<file path="src/rtl/rsa_pkg.sv">
// Shared definitions for the RSA blocks: default operand width, sequencer
// state encoding and the smallest modulus the hardware accepts.
package rsa_pkg;

  localparam int WIDTH_DEFAULT = 32;
  localparam int LEGAL_MIN_N   = 2;

  typedef enum logic [2:0] {
    IDLE  = 3'd0,
    CHECK = 3'd1,
    MUL   = 3'd2,
    SQR   = 3'd3,
    DONE  = 3'd4
  } state_e;

endpackage

</file>
<file path="src/rtl/mod_mul_blakley.sv">
// Bit-serial Blakley modular multiplier: product = a*b mod n, one bit of a per
// cycle MSB first, with the running remainder kept below n every step.
module mod_mul_blakley
  import rsa_pkg::*;
#(
  parameter int WIDTH = WIDTH_DEFAULT
) (
  input  logic             clk,
  input  logic             reset_n,
  input  logic             start,
  input  logic [WIDTH-1:0] a,
  input  logic [WIDTH-1:0] b,
  input  logic [WIDTH-1:0] n,
  output logic             done,
  output logic [WIDTH-1:0] product
);

  localparam int CW = $clog2(WIDTH);

  logic [WIDTH-1:0] a_q, b_q, n_q;
  logic [WIDTH+1:0] r_q, r_nx;
  logic [CW-1:0]    cnt;
  logic             busy;

  // 2R + b < 3n because R < n and b < n, so two conditional subtracts suffice.
  always_comb begin
    logic [WIDTH+1:0] n_ext;
    logic [WIDTH+1:0] acc;
    // NOTE: every combinational output gets a default first, so no path leaves it unassigned and no latch is inferred.
    n_ext = {2'b00, n_q};
    acc   = (r_q << 1) + (a_q[cnt] ? {2'b00, b_q} : '0);
    if (acc >= n_ext) acc = acc - n_ext;
    if (acc >= n_ext) acc = acc - n_ext;
    r_nx  = acc;
  end

  // done is high during the final iteration cycle, with the finished product
  // visible combinationally so the sequencer can consume it on that edge.
  assign done    = busy && (cnt == '0);
  assign product = r_nx[WIDTH-1:0];

  always_ff @(posedge clk or negedge reset_n) begin
    if (!reset_n) begin
      a_q  <= '0;
      b_q  <= '0;
      n_q  <= '0;
      r_q  <= '0;
      cnt  <= '0;
      busy <= 1'b0;
    end else if (start) begin
      // NOTE: sequential state uses non-blocking assignments so every register samples pre-edge values.
      a_q  <= a;
      b_q  <= b;
      n_q  <= n;
      r_q  <= '0;
      cnt  <= CW'(WIDTH - 1);
      busy <= 1'b1;
    end else if (busy) begin
      r_q <= r_nx;
      if (cnt == '0) busy <= 1'b0;
      else           cnt  <= cnt - 1'b1;
    end
  end

endmodule

</file>
<file path="src/rtl/rsa_decrypt.sv">
// RSA decryption top: m = c^d mod n by right-to-left square-and-multiply,
// sharing one Blakley multiplier between the multiply and square steps.
module rsa_decrypt
  import rsa_pkg::*;
#(
  parameter int WIDTH = WIDTH_DEFAULT
) (
  input  logic             clk,
  input  logic             reset_n,
  input  logic [WIDTH-1:0] key,
  input  logic [WIDTH-1:0] n,
  input  logic [WIDTH-1:0] ciphertext,
  input  logic             load,
  input  logic             decrypt,
  output logic             ready,
  output logic             error,
  output logic [WIDTH-1:0] plaintext
);

  localparam int             IW       = $clog2(WIDTH);
  localparam logic [IW-1:0]  LAST_IDX = IW'(WIDTH - 1);

  state_e           state;
  logic [WIDTH-1:0] key_q, n_q, c_q;
  logic [WIDTH-1:0] result, base;
  logic [IW-1:0]    idx;
  logic [IW-1:0]    idx_nx;
  logic             mul_start;
  logic             mul_done;
  logic [WIDTH-1:0] mul_a;
  logic [WIDTH-1:0] mul_product;

  // Operands are sampled on the multiplier's setup edge, one cycle after the
  // state change, so result/base already hold their updated values.
  assign mul_a  = (state == MUL) ? result : base;
  assign idx_nx = idx + 1'b1;

  mod_mul_blakley #(.WIDTH(WIDTH)) u_mul (
    .clk     (clk),
    .reset_n (reset_n),
    .start   (mul_start),
    .a       (mul_a),
    .b       (base),
    .n       (n_q),
    .done    (mul_done),
    .product (mul_product)
  );

  always_ff @(posedge clk or negedge reset_n) begin
    if (!reset_n) begin
      state     <= IDLE;
      key_q     <= '0;
      n_q       <= '0;
      c_q       <= '0;
      result    <= '0;
      base      <= '0;
      idx       <= '0;
      mul_start <= 1'b0;
      ready     <= 1'b0;
      error     <= 1'b0;
      plaintext <= '0;
    end else begin
      mul_start <= 1'b0;
      unique case (state)
        IDLE: begin
          if (load) begin
            key_q <= key;
            n_q   <= n;
            c_q   <= ciphertext;
            ready <= 1'b0;
            error <= 1'b0;
          end else if (decrypt) begin
            ready <= 1'b0;
            error <= 1'b0;
            state <= CHECK;
          end
        end
        CHECK: begin
          if (n_q < WIDTH'(LEGAL_MIN_N) || c_q >= n_q) begin
            error  <= 1'b1;
            result <= '0;
            state  <= DONE;
          end else begin
            result    <= WIDTH'(1);
            base      <= c_q;
            idx       <= '0;
            mul_start <= 1'b1;
            state     <= key_q[0] ? MUL : SQR;
          end
        end
        MUL: begin
          if (mul_done) begin
            result <= mul_product;
            if (idx < LAST_IDX) begin
              mul_start <= 1'b1;
              state     <= SQR;
            end else begin
              state <= DONE;
            end
          end
        end
        SQR: begin
          if (mul_done) begin
            base <= mul_product;
            idx  <= idx_nx;
            if (key_q[idx_nx]) begin
              mul_start <= 1'b1;
              state     <= MUL;
            end else if (idx_nx == LAST_IDX) begin
              state <= DONE;
            end else begin
              mul_start <= 1'b1;
              state     <= SQR;
            end
          end
        end
        DONE: begin
          plaintext <= result;
          ready     <= 1'b1;
          state     <= IDLE;
        end
        default: state <= IDLE;
      endcase
    end
  end

endmodule

</file>
<file path="config.mk">
export PLATFORM = sky130hd
export DESIGN_NAME = rsa_decrypt
export DESIGN_NICKNAME = d
export VERILOG_FILES = /design/src/rtl/rsa_pkg.sv /design/src/rtl/mod_mul_blakley.sv /design/src/rtl/rsa_decrypt.sv
export SDC_FILE = /design/constraint.sdc
export NUM_CORES = 1
export LEC_CHECK = 0
export CORE_ASPECT_RATIO = 0.6
export CORE_MARGIN = 1.5
export CORE_UTILIZATION = 42
export DETAILED_ROUTE_END_ITERATION = 6
export PLACE_DENSITY_LB_ADDON = 0.05
export REMOVE_ABC_BUFFERS = 1
export SYNTH_ARGS = -nofsm -noshare
export SYNTH_HDL_FRONTEND = slang
export SYNTH_HIERARCHICAL = 1
export SYNTH_SLANG_ARGS = --single-unit
export TNS_END_PERCENT = 5
</file>
<file path="constraint.sdc">
create_clock -name clk -period 17.2 [get_ports clk]
set_clock_uncertainty 0.1 [all_clocks]
set_input_delay 1.72 -clock clk [delete_from_list [all_inputs] [get_ports clk]]
set_output_delay 1.72 -clock clk [all_outputs]
set_load 0.05 [all_outputs]
</file>
==> summary.txt <==
Cells and area
  • Fraction of layout instances using a drive strength above 1: 16.2%
  • N_diodes: 0
  • Layout net count: 2550
  • P&R area growth vs syn: 14.6%

Global routing
  • Tot GR Track Use: 26.3%
  • Initial antenna violation count: 0
  • First-pass GRT wire length: 104 mm
  • Largest net degree at the start of global routing: 82
  • Number of global-route vias before repair: 16.6k
  • Total gr overflow: 0

Logic synthesis
  • Synthesized area per cell: 9.69 sq um
  • Synth Flop Type: dfrtp_1
  • Netlist cell types: 81
  • FF+latch count, synth: 338
  • Synth Warn #: 6
  • Post-synthesis cell count: 2224
  • Synthesized cell area: 21500 sq um
  • Synth area leader: dfrtp_1
  • Async S/R FF share, synth: 100%
  • EDFF count, synth: 0
  • Synth top area cells: dfrtp_1, mux2_2, ha_1
  • Post-synth top area share: 39.3%
  • Seq/Total Area, Yosys: 39.3%

Clock tree
  • Post-CTS setup buffer count: 0
  • Clock net sink count: 338
  • CTS buffer count: 37
  • Clock Latency Late Sink: 540 ps
  • CTS Hold Bufs: 0
  • Clock Pin Slew Worst Setup and Hold Paths: 60 ps
  • Clock Path Buffers: 3
  • H-tree depth: 2
  • Root buf cell: clkbuf_16
  • CTS tree: built
  • CTS-repair resized insts: 0

Drt
  • Routed wire per std cell: 22.8 microns
  • Routed Antenna Nets: 0
  • DRC viols: 0
  • Via density: 5.70
  • Initial DRC Count: 1387
  • Vias post-DR: 17.3k
  • Total length of routed wires: 69.1 mm
  • Initial DRT Pass Iterations: 5

Min path
  • HP Class: flip-flop to flip-flop

Status
  • Status: complete, no violations

STA
  • Final setup violation count: 0
  • Final slew viol count: 0
  • Unrepaired setup endpoints after global routing: false
  • Actual slew at the worst max-slew pin: 972 ps
  • Hold violation count in the final report: 0
  • Post-layout minimum cycle time: 12630 ps
  • Final setup TNS: 0 ps
  • Fmax: 0.0792 GHz
  • Final Cycle Share: 73.5%
  • Slew margin rel.: 35.2%

Critical path
  • CP startpoint kind: flip-flop
  • Crit-path max FO: 32
  • CP max stage cell: o311ai_0
  • WS Path Type: flip-flop to flip-flop
  • Crit path required time: 17510 ps
  • Arrival time at the worst endpoint: 12950 ps
  • Worst stage delay on the critical path: 760 ps
  • CP endpoint kind: flip-flop

Die
  • Die Y: 178 microns
  • Num rows: 64
  • Die Wd: 295 microns
  • Core Area: 50800 sq um
  • Die area: 52700 sq um
  • Num ports: 134
  • Initial core utilization: 42.4%

Place
  • Routability congestion estimate: 0.921
  • I/O Buffers: 133
  • Detailed Place HPWL: 51.8 mm

Run
  • Max-Cap Viols: 0
[metrics by stage]
step	cells	hold slack (ps)	utilization (%)	area, sq um	setup WS, ps
floorplan	2121	360	-	21100	3550
global placement	2970	362	46.3	23500	5260
detailed placement	2970	366	46.3	23500	5000
CTS	3032	380	48.6	24700	4870
global route	3032	417	48.6	24700	3980
finish	3032	375	48.6	24700	4570
[final timing paths]
kind | from | endpoint | slack (ps) | cells past startpoint
worst max-delay path | u_mul/cnt[0]$_DFFE_PN0P_ | base[22]$_DFFE_PN0P_ | 4570 | 41
worst min-delay path | ready$_DFFE_PN0P_ | ready$_DFFE_PN0P_ | 380 | 1
worst max register to register | u_mul/cnt[0]$_DFFE_PN0P_ | base[22]$_DFFE_PN0P_ | 4570 | 41
worst min register to register | ready$_DFFE_PN0P_ | ready$_DFFE_PN0P_ | 380 | 1
max in group asynchronous | reset_n | u_mul/r_q[11]$_DFFE_PN0P_ | 14550 | 2
min in group asynchronous | reset_n | ready$_DFFE_PN0P_ | 1030 | 1
[final cells by class]
cell class | count | area [sq um]
clock inverter | 11 | 136
fill | 4822 | 26100
clock buffer | 51 | 1050
sequential | 338 | 8460
timing repair buffer | 156 | 1510
tap | 693 | 867
inverter | 108 | 405
multi-input combinational | 1675 | 12300
[cell usage after synthesis, drive strengths merged (9+ instances only)]
| library cell | instances |
|---|---|
| o21a | 29 |
| dfrtp | 338 |
| xnor2 | 56 |
| nand4 | 18 |
| nand2b | 26 |
| and4 | 9 |
| a31oi | 10 |
| and2 | 15 |
| nand2 | 317 |
| inv | 108 |
| o211ai | 12 |
| clkbuf | 79 |
| a211oi | 19 |
| a211o | 10 |
| mux4 | 19 |
| nor2b | 46 |
| a21oi | 112 |
| nor3 | 34 |
| and3 | 14 |
| nor4 | 24 |
| nor2 | 102 |
| a21o | 37 |
| xor2 | 27 |
| ha | 131 |
| a311oi | 20 |
| mux2 | 250 |
| o21bai | 16 |
| o21ai | 168 |
| mux2i | 16 |
| buf | 24 |
| nand3 | 35 |
[logic make-up (layout without fill, tap and decap cells)]
group	Yosys count	after routing	synth area share [%]
compound gates	504	504	15.2
xor+xnor	83	83	3.37
simple gates	669	669	14.4
buf+inv	211	326	4.00
fa+ha+maj	134	134	7.89
mux	285	285	15.8
flops	338	338	39.3
[placed cells by master, fill, tap and decap left out, types with 17 or more instances in the layout]
cell / n
ha_1: 131
nor2b_1: 46
a311oi_1: 18
buf_4: 23
o21a_1: 29
xor2_1: 27
o21ai_0: 165
mux2_2: 247
xnor2_1: 56
a21o_1: 37
clkdlybuf4s50_1: 132
inv_1: 108
clkbuf_16: 37
nor4_1: 24
nand4_1: 18
nand2_1: 316
nand2b_1: 26
nand3_1: 35
nor2_1: 99
a211oi_1: 17
a21oi_1: 109
nor3_1: 34
mux4_2: 19
dfrtp_1: 336
[critical path: cells and delay by family, from the launching register on]
family / cells / cell delay (ps)
AOI/OAI and AO/OA: 18 / 5540
muxes: 6 / 2310
and+or+nand+nor: 9 / 1590
buffers and inverters: 5 / 1190
adders and majority gates: 3 / 1010
DFF: 1 / 710
[sequential cells by signal, summed over array words and instances, names as in the netlist]
register    flops
u_mul/r_q      33
base           32
c_q            32
key_q          32
n_q            32
plaintext      32
result         32
u_mul/a_q      32
u_mul/b_q      32
u_mul/n_q      32
idx             5
u_mul/cnt       5
state           3
error           1
mul_start       1
ready           1
u_mul/busy      1
[metal layers]
layer | GRT usage (%) | part of all wire [%]
met1 | 39.9 | 49
met2 | 38.6 | 42
met5 | 0 | 0
met4 | 5.66 | 2.1
met3 | 5.05 | 6.2
Power is left out: the tool's default activity adds up to more than one toggle a clock period on the data nets, which glitch-free logic cannot reach.
